<file path="src/rtl/sys_mode_ctrl_if.sv">
// sys_mode_ctrl_if: button/status bundle for the system mode controller.
// master = board/bench side, slave = controller side.
interface sys_mode_ctrl_if;
    logic       work_btn;
    logic       uart_btn;
    logic       step_btn;
    logic       uart_done;
    logic       mode_work;
    logic       uart_rst;
    logic       cpu_rst;
    logic       cpu_en;
    logic [1:0] state;

    modport master (
        output work_btn, uart_btn, step_btn, uart_done,
        input  mode_work, uart_rst, cpu_rst, cpu_en, state
    );

    modport slave (
        input  work_btn, uart_btn, step_btn, uart_done,
        output mode_work, uart_rst, cpu_rst, cpu_en, state
    );
endinterface

</file>
<file path="src/rtl/sys_mode_ctrl.sv">
// sys_mode_ctrl: UART-upload / warm-up / run / single-step mode sequencer.
// Optional STEP state and step button built only when SYS_MODE_STEP_EN is defined.

// Button conditioner: 2-flop synchroniser, saturating debouncer, rise pulse.
module sys_mode_deb #(
    parameter int DEB_CYCLES = 1000000
) (
    input  logic fpga_clk,
    input  logic rst_ctrl,
    input  logic din,
    output logic rise
);
    localparam int CW = $clog2(DEB_CYCLES) + 1;
    localparam logic [CW-1:0] LAST = CW'(DEB_CYCLES - 1);

    logic [1:0]    sync_q;
    logic          lvl_q;
    logic          lvl_d1_q;
    logic [CW-1:0] cnt_q;

    // Bring the raw button into the clock domain.
    always_ff @(posedge fpga_clk or posedge rst_ctrl) begin
        if (rst_ctrl) sync_q <= 2'b00;
        else          sync_q <= {sync_q[0], din};
    end

    // Count consecutive samples that disagree with the accepted level.
    always_ff @(posedge fpga_clk or posedge rst_ctrl) begin
        if (rst_ctrl) begin
            lvl_q <= 1'b0;
            cnt_q <= '0;
        end else if (sync_q[1] == lvl_q) begin
            cnt_q <= '0;
        end else if (cnt_q == LAST) begin
            lvl_q <= sync_q[1];
            cnt_q <= '0;
        end else if (cnt_q != '1) begin
            cnt_q <= cnt_q + 1'b1;
        end
    end

    // Delayed accepted level for press detection.
    always_ff @(posedge fpga_clk or posedge rst_ctrl) begin
        if (rst_ctrl) lvl_d1_q <= 1'b0;
        else          lvl_d1_q <= lvl_q;
    end

    assign rise = lvl_q & ~lvl_d1_q;
endmodule

module sys_mode_ctrl #(
    parameter int DEB_CYCLES  = 1000000,
    parameter int EN_DELAY    = 256,
    parameter int AUTO_RETURN = 1
) (
    input  logic           fpga_clk,
    input  logic           rst_ctrl,
    sys_mode_ctrl_if.slave bus
);
    typedef enum logic [1:0] {
        S_UART = 2'b00,
        S_WARM = 2'b01,
        S_RUN  = 2'b10,
        S_STEP = 2'b11
    } state_t;

    localparam int WCW = $clog2(EN_DELAY) + 1;
    localparam logic [WCW-1:0] WARM_LAST = WCW'(EN_DELAY - 1);

    state_t         cur_q;
    state_t         nxt;
    logic [WCW-1:0] wcnt_q;
    logic [2:0]     done_q;
    logic           work_ev;
    logic           uart_ev;
    logic           done_ev;
    logic           auto_ret;
    logic           step_pulse;

    logic           mode_work_q;
    logic           uart_rst_q;
    logic           cpu_rst_q;
    logic           cpu_en_q;
    logic           mode_work_d;
    logic           uart_rst_d;
    logic           cpu_rst_d;
    logic           cpu_en_d;

    sys_mode_deb #(.DEB_CYCLES(DEB_CYCLES)) u_work_deb (
        .fpga_clk (fpga_clk),
        .rst_ctrl (rst_ctrl),
        .din      (bus.work_btn),
        .rise     (work_ev)
    );

    sys_mode_deb #(.DEB_CYCLES(DEB_CYCLES)) u_uart_deb (
        .fpga_clk (fpga_clk),
        .rst_ctrl (rst_ctrl),
        .din      (bus.uart_btn),
        .rise     (uart_ev)
    );

`ifdef SYS_MODE_STEP_EN
    logic step_ev;

    sys_mode_deb #(.DEB_CYCLES(DEB_CYCLES)) u_step_deb (
        .fpga_clk (fpga_clk),
        .rst_ctrl (rst_ctrl),
        .din      (bus.step_btn),
        .rise     (step_ev)
    );
`else
    logic unused_step;
    assign unused_step = bus.step_btn;
`endif

    assign auto_ret = (AUTO_RETURN != 0);

    // Synchronise uart_done; third flop gives the previous sample.
    always_ff @(posedge fpga_clk or posedge rst_ctrl) begin
        if (rst_ctrl) done_q <= 3'b000;
        else          done_q <= {done_q[1:0], bus.uart_done};
    end

    assign done_ev = done_q[1] & ~done_q[2];

    // Next-state decode; cpu_rst_q high in WARMUP marks the post-reset entry cycle.
    always_comb begin
        nxt        = cur_q;
        step_pulse = 1'b0;
        case (cur_q)
            S_UART: begin
                if (work_ev)                   nxt = S_WARM;
                else if (done_ev && auto_ret)  nxt = S_WARM;
            end
            S_WARM: begin
                if (uart_ev)
                    nxt = S_UART;
                else if (!cpu_rst_q && wcnt_q == WARM_LAST)
                    nxt = S_RUN;
            end
            S_RUN: begin
                if (uart_ev)      nxt = S_UART;
`ifdef SYS_MODE_STEP_EN
                else if (step_ev) nxt = S_STEP;
`endif
            end
`ifdef SYS_MODE_STEP_EN
            S_STEP: begin
                if (work_ev)      nxt = S_RUN;
                else if (uart_ev) nxt = S_UART;
                else if (step_ev) step_pulse = 1'b1;
            end
`endif
            default: nxt = S_WARM;
        endcase
    end

    // Output decode from the next state so outputs move with state.
    always_comb begin
        mode_work_d = 1'b1;
        uart_rst_d  = 1'b1;
        cpu_rst_d   = 1'b0;
        cpu_en_d    = 1'b0;
        case (nxt)
            S_UART: begin
                mode_work_d = 1'b0;
                uart_rst_d  = 1'b0;
                cpu_rst_d   = 1'b1;
            end
            S_RUN:   cpu_en_d = 1'b1;
            S_STEP:  cpu_en_d = step_pulse;
            default: cpu_en_d = 1'b0;
        endcase
    end

    // State register.
    always_ff @(posedge fpga_clk or posedge rst_ctrl) begin
        if (rst_ctrl) cur_q <= S_WARM;
        else          cur_q <= nxt;
    end

    // Registered outputs; reset holds CPU in reset inside WARMUP.
    always_ff @(posedge fpga_clk or posedge rst_ctrl) begin
        if (rst_ctrl) begin
            mode_work_q <= 1'b1;
            uart_rst_q  <= 1'b1;
            cpu_rst_q   <= 1'b1;
            cpu_en_q    <= 1'b0;
        end else begin
            mode_work_q <= mode_work_d;
            uart_rst_q  <= uart_rst_d;
            cpu_rst_q   <= cpu_rst_d;
            cpu_en_q    <= cpu_en_d;
        end
    end

    // Warm-up timer: zero outside WARMUP, so every entry starts from 0.
    always_ff @(posedge fpga_clk or posedge rst_ctrl) begin
        if (rst_ctrl)
            wcnt_q <= '0;
        else if (cur_q != S_WARM || cpu_rst_q)
            wcnt_q <= '0;
        else if (wcnt_q != '1)
            wcnt_q <= wcnt_q + 1'b1;
    end

    assign bus.state     = cur_q;
    assign bus.mode_work = mode_work_q;
    assign bus.uart_rst  = uart_rst_q;
    assign bus.cpu_rst   = cpu_rst_q;
    assign bus.cpu_en    = cpu_en_q;
endmodule

</file>
<file path="src/flat_wrapper.sv">
// flat-port wrapper written by rule: the top's interface ports become plain ports
module sys_mode_ctrl_flat 
#(
    parameter int DEB_CYCLES  = 1000000,
    parameter int EN_DELAY    = 256,
    parameter int AUTO_RETURN = 1
)
  (fpga_clk, rst_ctrl, bus_work_btn, bus_uart_btn, bus_step_btn, bus_uart_done, bus_mode_work, bus_uart_rst, bus_cpu_rst, bus_cpu_en, bus_state);
  sys_mode_ctrl_if bus_i ();
  input  logic fpga_clk;
  input  logic rst_ctrl;
  input wire logic [$bits(bus_i.work_btn)-1:0] bus_work_btn;
  input wire logic [$bits(bus_i.uart_btn)-1:0] bus_uart_btn;
  input wire logic [$bits(bus_i.step_btn)-1:0] bus_step_btn;
  input wire logic [$bits(bus_i.uart_done)-1:0] bus_uart_done;
  output wire logic [$bits(bus_i.mode_work)-1:0] bus_mode_work;
  output wire logic [$bits(bus_i.uart_rst)-1:0] bus_uart_rst;
  output wire logic [$bits(bus_i.cpu_rst)-1:0] bus_cpu_rst;
  output wire logic [$bits(bus_i.cpu_en)-1:0] bus_cpu_en;
  output wire logic [$bits(bus_i.state)-1:0] bus_state;
  assign bus_i.work_btn = bus_work_btn;
  assign bus_i.uart_btn = bus_uart_btn;
  assign bus_i.step_btn = bus_step_btn;
  assign bus_i.uart_done = bus_uart_done;
  assign bus_mode_work = bus_i.mode_work;
  assign bus_uart_rst = bus_i.uart_rst;
  assign bus_cpu_rst = bus_i.cpu_rst;
  assign bus_cpu_en = bus_i.cpu_en;
  assign bus_state = bus_i.state;
  sys_mode_ctrl #(.DEB_CYCLES(DEB_CYCLES), .EN_DELAY(EN_DELAY), .AUTO_RETURN(AUTO_RETURN)) u_core (.fpga_clk(fpga_clk), .rst_ctrl(rst_ctrl), .bus(bus_i));
endmodule
</file>
<file path="config.mk">
export PLATFORM = sky130hd
export DESIGN_NAME = sys_mode_ctrl_flat
export DESIGN_NICKNAME = d
export VERILOG_FILES = /design/src/rtl/sys_mode_ctrl_if.sv /design/src/rtl/sys_mode_ctrl.sv /design/src/flat_wrapper.sv
export SDC_FILE = /design/constraint.sdc
export NUM_CORES = 1
export LEC_CHECK = 0
export CAP_MARGIN = 40
export CORE_UTILIZATION = 57
export DETAILED_ROUTE_END_ITERATION = 8
export DONT_BUFFER_PORTS = 1
export PLACE_DENSITY = 0.75
export SLEW_MARGIN = 20
export SYNTH_ARGS = -nofsm -noshare
export SYNTH_HDL_FRONTEND = slang
export SYNTH_SLANG_ARGS = --single-unit
</file>
<file path="constraint.sdc">
create_clock -name fpga_clk -period 1.85 [get_ports fpga_clk]
set_input_delay 0.0925 -clock fpga_clk [delete_from_list [all_inputs] [get_ports fpga_clk]]
set_output_delay 0.0925 -clock fpga_clk [all_outputs]
set_load 0.005 [all_outputs]
</file>
### Yosys cells after proc, flatten, opt, wreduce, memory -nomap -nowiden

Index checks and enable logic that the tools add are counted.

* add/sub/neg operators: 3
* equality and inequality tests: 12
* multiplexer cells: 17
* bitwise gates (word level): 8
* reductions and logical operators: 10

Operator list (number)
* 21-bit two-way mux: 6
* 21-bit by 1-bit adder with 21-bit output (second input constant): 2
* 21-bit by 20-bit == test with 1-bit output (second input constant): 2
* 21-bit != test (second input constant): 2
* 9-bit two-way mux: 2
* 2-bit two-way mux: 5
* 9-bit by 1-bit adder with 9-bit output (second input constant): 1
* 9-bit by 8-bit == test with 1-bit output (second input constant): 1
* 9-bit != test (second input constant): 1
* 2-bit case mux with 3 select lines: 1
* 3-bit nonzero test: 2
* 1-bit inverter: 5
* 2-bit == test (second input constant): 2
* 2-bit zero test: 2
* 2-bit AND reduction: 2
* 1-bit AND: 3
* 1-bit two-way mux: 3
* 1-bit == test: 2
* 2-bit by 1-bit == test with 1-bit output (second input constant): 1
* 2-bit by 1-bit != test with 1-bit output (second input constant): 1
* 2-bit nonzero test: 1
* 1-bit logical AND: 1
* 1-bit zero test: 1
* 1-bit logical OR: 1

* bits in registers: 67
* bits of input ports: 6
* output and inout port bits: 6
* logic and storage cells: 64

### Depth between registers and ports, before layout

Gate-level depths: netlist (run 1).

* depth in word-level cells: 7
* depth in mapped cells: 8
* mapped depth without buffers: 8

### Hierarchy

Synthesis (run 1) repeated with hierarchy kept, for this count alone.

* cells, all modules: 373
* area, all modules: 3748.6 µm²

By module, submodules not included
* sys_mode_deb: instances 2, cells an instance 151, area an instance 1481.4 µm², seq. area each 625.6 µm²
* sys_mode_ctrl: instances 1, cells an instance 71, area an instance 785.8 µm², seq. area each 429.2 µm²

### Worst setup path before layout (run 1)

Ideal clock, no wire load.

* kind: flip-flop to flip-flop
* from: register u_core.u_work_deb.cnt_q[0]
* to: register u_core.u_work_deb.cnt_q[11]
* library setup time: 0.077 ns
* arrival: 1.941 ns
* path slack: -0.169 ns
* stages on the path, launching flop included: 7
* buffers on the path: 0
* cell sequence: dfrtp_1 -> ha_1 -> and4_2 -> nand3_1 -> o21ai_2 -> or4_2 -> a21oi_1

* word-level cells in the longest chain between the ends: 4

RTL lines
* start, declared: RTL line sys_mode_ctrl.sv:19 `logic [CW-1:0] cnt_q;`
* start signal, assigned: RTL line sys_mode_ctrl.sv:38 `cnt_q <= cnt_q + 1'b1;`
* 21-bit by 1-bit adder with 21-bit output: RTL line sys_mode_ctrl.sv:38
* 21-bit two-way mux: RTL line sys_mode_ctrl.sv:37 `end else if (cnt_q != '1) begin`
* 21-bit two-way mux: RTL line sys_mode_ctrl.sv:34 `end else if (cnt_q == LAST) begin`
* 21-bit two-way mux: RTL line sys_mode_ctrl.sv:32 `end else if (sync_q[1] == lvl_q) begin`

Parallel ways exist; a longest one is shown, timed or not. The select of a mux whose other input is x is not followed.
A chain may end at the register's enable or synchronous reset.

### Final worst setup path (run 1)

* from: register u_core.wcnt_q[1]
* to: register u_core.wcnt_q[5]

* word-level cells in the longest chain between the ends: 3

RTL lines
* start, declared: RTL line sys_mode_ctrl.sv:72 `logic [WCW-1:0] wcnt_q;`
* start signal, assigned: RTL line sys_mode_ctrl.sv:205 `wcnt_q <= wcnt_q + 1'b1;`
* 9-bit by 1-bit adder with 9-bit output: RTL line sys_mode_ctrl.sv:205
* 9-bit two-way mux: RTL line sys_mode_ctrl.sv:204 `else if (wcnt_q != '1)`
* 9-bit two-way mux: RTL line sys_mode_ctrl.sv:202 `else if (cur_q != S_WARM || cpu_rst_q)`

Parallel ways exist; a longest one is shown, timed or not. The select of a mux whose other input is x is not followed.

==> results of run 1 <==
[cells in the final DEF (no fill, tap or decap), types with 3 or more instances in the layout]
cell type and count:
dfstp_2 3, nor3_1 8, nand4_1 10, a21oi_2 3, dfrtp_1 64, mux2i_1 3
nor3_2 3, nor2_1 53, ha_2 3, a31oi_1 5, a21oi_1 10, a211oi_1 7
clkbuf_8 10, nand3_1 21, and4_1 3, and3_1 5, buf_4 45, o21ai_0 5
nand2_1 23, and3_2 3, xor2_1 15, dlygate4sd3_1 4, xnor2_1 19, inv_1 6
[path summary, 6_finish.rpt]
| check | start | to | slack [ns] | cells after the start |
|---|---|---|---|---|
| min reg2reg | u_core.u_uart_deb.sync_q[0] | u_core.u_uart_deb.sync_q[1] | 0.36 | 0 |
| max | u_core.wcnt_q[1] | u_core.wcnt_q[5] | 0.02 | 7 |
| min | rst_ctrl | u_core.wcnt_q[5] | 0.25 | 3 |
| max in group asynchronous | rst_ctrl | u_core.u_work_deb.cnt_q[17] | 1.13 | 3 |
| min in group fpga_clk | bus_work_btn | u_core.u_work_deb.sync_q[0] | 0.32 | 1 |
| max reg2reg | u_core.wcnt_q[1] | u_core.wcnt_q[5] | 0.02 | 7 |
[logic make-up (layout without fill, tap and decap cells)]
logic type / count (synthesis) / after routing / synth area share (%)
mux: 5 / 5 / 1.582
buf+inv: 20 / 75 / 3.277
xor+xnor: 34 / 34 / 8.964
fa+ha+maj: 5 / 5 / 1.883
compound gates: 45 / 45 / 9.830
flops: 67 / 67 / 50.58
simple gates: 160 / 160 / 23.88
[routing by layer]
| metal | GRT usage [%] | vias up |
|---|---|---|
| li1 | - | 1283 |
| met1 | 33.08 | 1331 |
| met2 | 41.23 | 62 |
| met3 | 7.907 | 15 |
| met4 | 8.333 | 0 |
| met5 | 0 | - |
[critical path, stage by stage (launching register included)]
cell      delay, ns
dfrtp_1        0.41
ha_2           0.21
nand3_2        0.08
nor2_2         0.05
ha_2           0.19
nand4b_1       0.27
or3_1          0.42
a21oi_2        0.14
[area by class of cell]
| cell class | count | area (um^2) | share of cell area, % |
|---|---|---|---|
| clock inverters | 4 | 51.30 | 1.259 |
| multi-input cells | 249 | 1653 | 40.56 |
| well taps | 72 | 90.09 | 2.211 |
| repair buffers | 52 | 429.2 | 10.53 |
| inverters | 7 | 26.28 | 0.6448 |
| clock buffers | 12 | 145.1 | 3.562 |
| flip-flops and latches | 67 | 1680 | 41.23 |
[stage by stage]
step,hold slack [ns],setup TNS [ns],util (%)
after detailed placement,0.04784,-0.5464,66.24
final,0.2535,0,73.11
after floorplan,0.1239,-0.02537,-
after CTS,0.2452,0,70.73
after global placement,0.03893,-0.3268,66.24
after global routing,0.2711,-0.3765,73.11
[registers in the layout (all words and copies together), names as in the netlist]
| signal | cells |
|---|---|
| u_core.wcnt_q | 9 |
| u_core.u_uart_deb.sync_q | 2 |
| u_core.u_uart_deb.cnt_q | 21 |
| u_core.u_uart_deb.lvl_d1_q | 1 |
| u_core.done_q | 3 |
| u_core.bus.cpu_rst | 1 |
| u_core.u_work_deb.sync_q | 2 |
| u_core.bus.mode_work | 1 |
| u_core.u_work_deb.cnt_q | 21 |
| u_core.u_uart_deb.lvl_q | 1 |
| u_core.u_work_deb.lvl_d1_q | 1 |
| u_core.bus.cpu_en | 1 |
| u_core.u_work_deb.lvl_q | 1 |
| u_core.bus.state | 2 |
[power by group]
group | switching, mW | internal [mW]
sequential | 0.0559 | 1.53
combinational | 0.168 | 0.138
clock | 0.555 | 0.660
total | 0.779 | 2.33
[what timing repair did]
| action | in CTS | in global routing |
|---|---|---|
| endpoints found under the hold margin | 70 | 0 |
| hold buffers | 4 | 0 |
| setup endpoints to repair | 8 | 47 |
| setup buffers | 1 | 6 |
| resized for setup | 2 | 25 |
| pin swaps | 3 | 9 |
==> impl_metrics.yaml, run 1 <==
clocking:
  clkLatencyLatePin_ns: 0.34
  cts_buffer_depth: 2
  cts_num_sinks: 67
  cts_tree: "yes"
  cts_root_buf: "clkbuf_8"
  htree_levels: 3
  clk_pin_slew_ns: 0.07
  numCtsBuffers: 9
place:
  dpl_cell_area_um2: 3692
  dpl.cell_count: 436
  post-dp-hpwl_um: 4703
  pre_cts_slack_ns: -0.1588
  port_buffers: 0
  gp_congestion: 0.8183
synthesis:
  synth_ff_type: "dfrtp_1"
  yosys-top-cells-area: "dfrtp_1, nor2_1, xnor2_1"
  ys_async_sr_fraction_pct: 100.0
  synth_fp_nets: 347
  yosys_warnings: 0
  ys_seq_area_share_pct: 50.58
  synthTopCellsByCount: "dfrtp_1, nor2_1, nand2_1"
  synth.distinct_cells: 47
  synth_top_area_cell: "dfrtp_1"
  synth-seq-cells: 67
  syn-cell-area_um2: 3322
  syn_area_per_cell_um2: 9.887
  synth.most_common_cell: "dfrtp_1"
  synth_edf_count: 0
  synth_top_area_share_pct: 48.21
  synth_cells: 336
setup_path:
  crit_arrival_ns: 2.10
  critical_path_required_ns: 2.12
  endpoint_kind: "flip-flop"
  worst_setup_path_start_kind: "flip-flop"
  worst-path-max-fanout: 4
  critPathKind: "flip-flop to flip-flop"
min_path:
  hold_path.class: "primary input to async pin"
run:
  maxCapViolations: 0
sta:
  fin_crit_sh_pct: 99.06
  setup_viol: 0
  drv_slew: 0
  rsz0062_at_grt: "true"
  max_freq_ghz: 0.5457
  finClkSkew_ns: 0.006792
  setup_ws_ns: 0.01748
  worstMarginPinSlew_ns: 0.5399
  max_slew_margin_pct: 64.01
  hold_viol_final: 0
  layout_min_cycle_time_ns: 1.833
finish:
  area_delta_synth_final_pct: 22.67
  drive_above_1_share_pct: 26.60
  fin_nets: 397
  antenna_cells: 0
  fin_area_um2: 4075
  nFillCells: 395
  layoutNonFillerInstCount: 463
power_and_ir_drop:
  power_density_nw_per_um2: 763.2
  power_leakage_nw: 1.769
  ir_worst_vdd_uv: 485.0
  total_power_mw: 3.110
drt:
  drt-total-wl_um: 7249
  top_layer_used: "met4"
  drtIter0Drc: 152
  wl_met2_um: 3574
  drc: 0
  met1_length_um: 3293
  detail_route.vias_per_cell: 5.812
  wl_per_cell_um: 15.66
  vias: 2691
  dr.pass1.iters: 4
  ant_nets: 0
  dr_wl_met3_um: 256
floorplan:
  io_pins: 12
  dieHeight_um: 78.34
  core-area_um2: 5574
  fp-row-count: 27
  die-width_um: 78.34
  start_util_pct: 59.60
  dieArea_um2: 6137
global_routing:
  grt_pass1_wl_um: 12100
  grt.total_usage_pct: 25.65
  grt_overflow_total: 0
  grt_max_degree: 44
  antenna_found_initial: 0
  grt_pass1_vias: 2601
status:
  outcome: "finished clean"
No activity file was read; power rests on OpenSTA's default activity.
==> inputs of run 2 (changes only) <==
--- a/config.mk
+++ b/config.mk
@@ -6,10 +6,11 @@
 export NUM_CORES = 1
 export LEC_CHECK = 0
 export CAP_MARGIN = 40
-export CORE_UTILIZATION = 57
+export CORE_MARGIN = 5
+export CORE_UTILIZATION = 55
 export DETAILED_ROUTE_END_ITERATION = 8
 export DONT_BUFFER_PORTS = 1
-export PLACE_DENSITY = 0.75
+export PLACE_DENSITY = 0.73
 export SLEW_MARGIN = 20
 export SYNTH_ARGS = -nofsm -noshare
 export SYNTH_HDL_FRONTEND = slang
==> run 2 against run 1 <==
  * Utilization is 2.8 points lower
  * Count of clock-buffer cells in the layout is 1 lower
  * Global-route usage is 4.1 points lower
  * Clock skew is 0.0042 ns higher
  * Setup slack better by 0.041 ns
  * Sequential power hardly changed
  * Clock power is 17% higher
  * Critical endpoint is now u_core.u_uart_deb.cnt_q[15]
  * Largest power group unchanged
  * Highest routed layer unchanged
==> impl_metrics.yaml, run 2 (same netlist as run 1, synthesis figures left out) <==
drt:
  ant_nets: 0
  wl_per_cell_um: 16.17
  drc: 0
  dr.pass1.iters: 4
  drtIter0Drc: 163
  vias: 2695
  detail_route.vias_per_cell: 5.746
  drt-total-wl_um: 7586
global_routing:
  grt.total_usage_pct: 21.57
  grt_pass1_vias: 2768
  grt_pass1_wl_um: 12780
  grt_overflow_total: 0
  antenna_found_initial: 0
  grt_max_degree: 34
min_path:
  hold_path.class: "primary input to async pin"
sta:
  finClkSkew_ns: 0.01102
  setup_viol: 0
  drv_slew: 0
  max_freq_ghz: 0.5582
  max_slew_margin_pct: 58.58
  worstMarginPinSlew_ns: 0.6204
  hold_viol_final: 0
  layout_min_cycle_time_ns: 1.791
  fin_crit_sh_pct: 96.83
  setup_ws_ns: 0.05862
  timing.hold.ws_ns: 0.2709
finish:
  final_common_cell: "dfrtp_1"
  mostFrequentLayoutCells: "dfrtp_1, nor2_1, buf_4"
  fin_nets: 400
  biggestRegsByFlops: "u_core.u_uart_deb.cnt_q x21, u_core.u_work_deb.cnt_q x21, u_core.wcnt_q x9"
  area_delta_synth_final_pct: 24.52
  fin_area_um2: 4136
  final_util_pct: 70.28
  drive_above_1_share_pct: 26.40
  antenna_cells: 0
place:
  pre_cts_slack_ns: -0.1481
  post-dp-hpwl_um: 4977
  gp_congestion: 0.8343
  dpl_cell_area_um2: 3731
  port_buffers: 0
status:
  outcome: "finished clean"
clocking:
  numCtsBuffers: 9
  htree_levels: 3
  cts_num_sinks: 67
  cts_tree: "yes"
  cts_root_buf: "clkbuf_8"
  cts_buffer_depth: 2
  clk_pin_slew_ns: 0.08
  clkLatencyLatePin_ns: 0.35
power_and_ir_drop:
  total_power_mw: 3.299
  power_density_nw_per_um2: 797.5
  ir_worst_vdd_uv: 904.1
  power_leakage_nw: 1.780
setup_path:
  startpoint: "u_core.u_uart_deb.cnt_q[8]"
  critical_path_required_ns: 2.09
  r2r-start: "u_core.u_uart_deb.cnt_q[8]"
  critPathKind: "flip-flop to flip-flop"
  crit_arrival_ns: 2.04
  r2r_setup_slack_ns: 0.06
  endpoint_kind: "flip-flop"
  worst-path-max-fanout: 5
  worst_setup_path_start_kind: "flip-flop"
floorplan:
  dieHeight_um: 87.72
  dieArea_um2: 7694
  die-width_um: 87.72
  io_pins: 12
  core-area_um2: 5886
  start_util_pct: 56.44
  fp-row-count: 28
run:
  maxCapViolations: 0
run 2: metrics by stage:
step,std cells,TNS (ns)
2_1_floorplan,336,-0.02537
3_3_place_gp,442,-0.2502
3_5_place_dp,442,-0.4495
4_1_cts,466,0
5_1_grt,469,-0.1311
6_report,469,0
run 2: report_power, final:
group | internal (mW) | switching, mW
clock | 0.837 | 0.590
combinational | 0.127 | 0.151
sequential | 1.53 | 0.0601
total | 2.50 | 0.801
run 2: routing by layer:
layer	routed length [um]	vias up	part of all wire [%]	GRT usage, %
met3	301	23	4.0	6.491
li1	-	1296	-	-
met5	0	-	0	0
met2	3740	64	49	36.78
met4	198	0	2.6	8.787
met1	3346	1312	44	25.39
run 2: worst max-delay path: stages, from the launching register on:
cell and delay (ns):
dfrtp_1 0.39, nand3_1 0.12, or4_4 0.60, a2111oi_4 0.36
xnor2_1 0.16, nor2_1 0.06
run 2: cell type report:
class,instances,area (um^2)
multi-input cells,249,1640
flip-flops and latches,67,1680
clock inverters,5,83.83
well taps,75,93.84
repair buffers,55,460.4
inverters,7,26.28
clock buffers,11,151.4
fillers,426,1749
run 2: final timing paths:
check | end | cells after the start
worst max-delay path | u_core.u_uart_deb.cnt_q[15] | 5
worst min-delay path | u_core.u_uart_deb.sync_q[0] | 2
worst max register to register | u_core.u_uart_deb.cnt_q[15] | 5
worst min register to register | u_core.u_uart_deb.sync_q[1] | 0
max in group asynchronous | u_core.u_work_deb.cnt_q[0] | 3
min in group fpga_clk | u_core.done_q[0] | 1
run 2: what timing repair did:
item                                   CTS  global route
pin swaps                                2             4
gates resized for setup                  4            16
hold buffers                             4             0
setup endpoints to repair                8            45
buffers inserted                         4             3
endpoints found under the hold margin   27             0
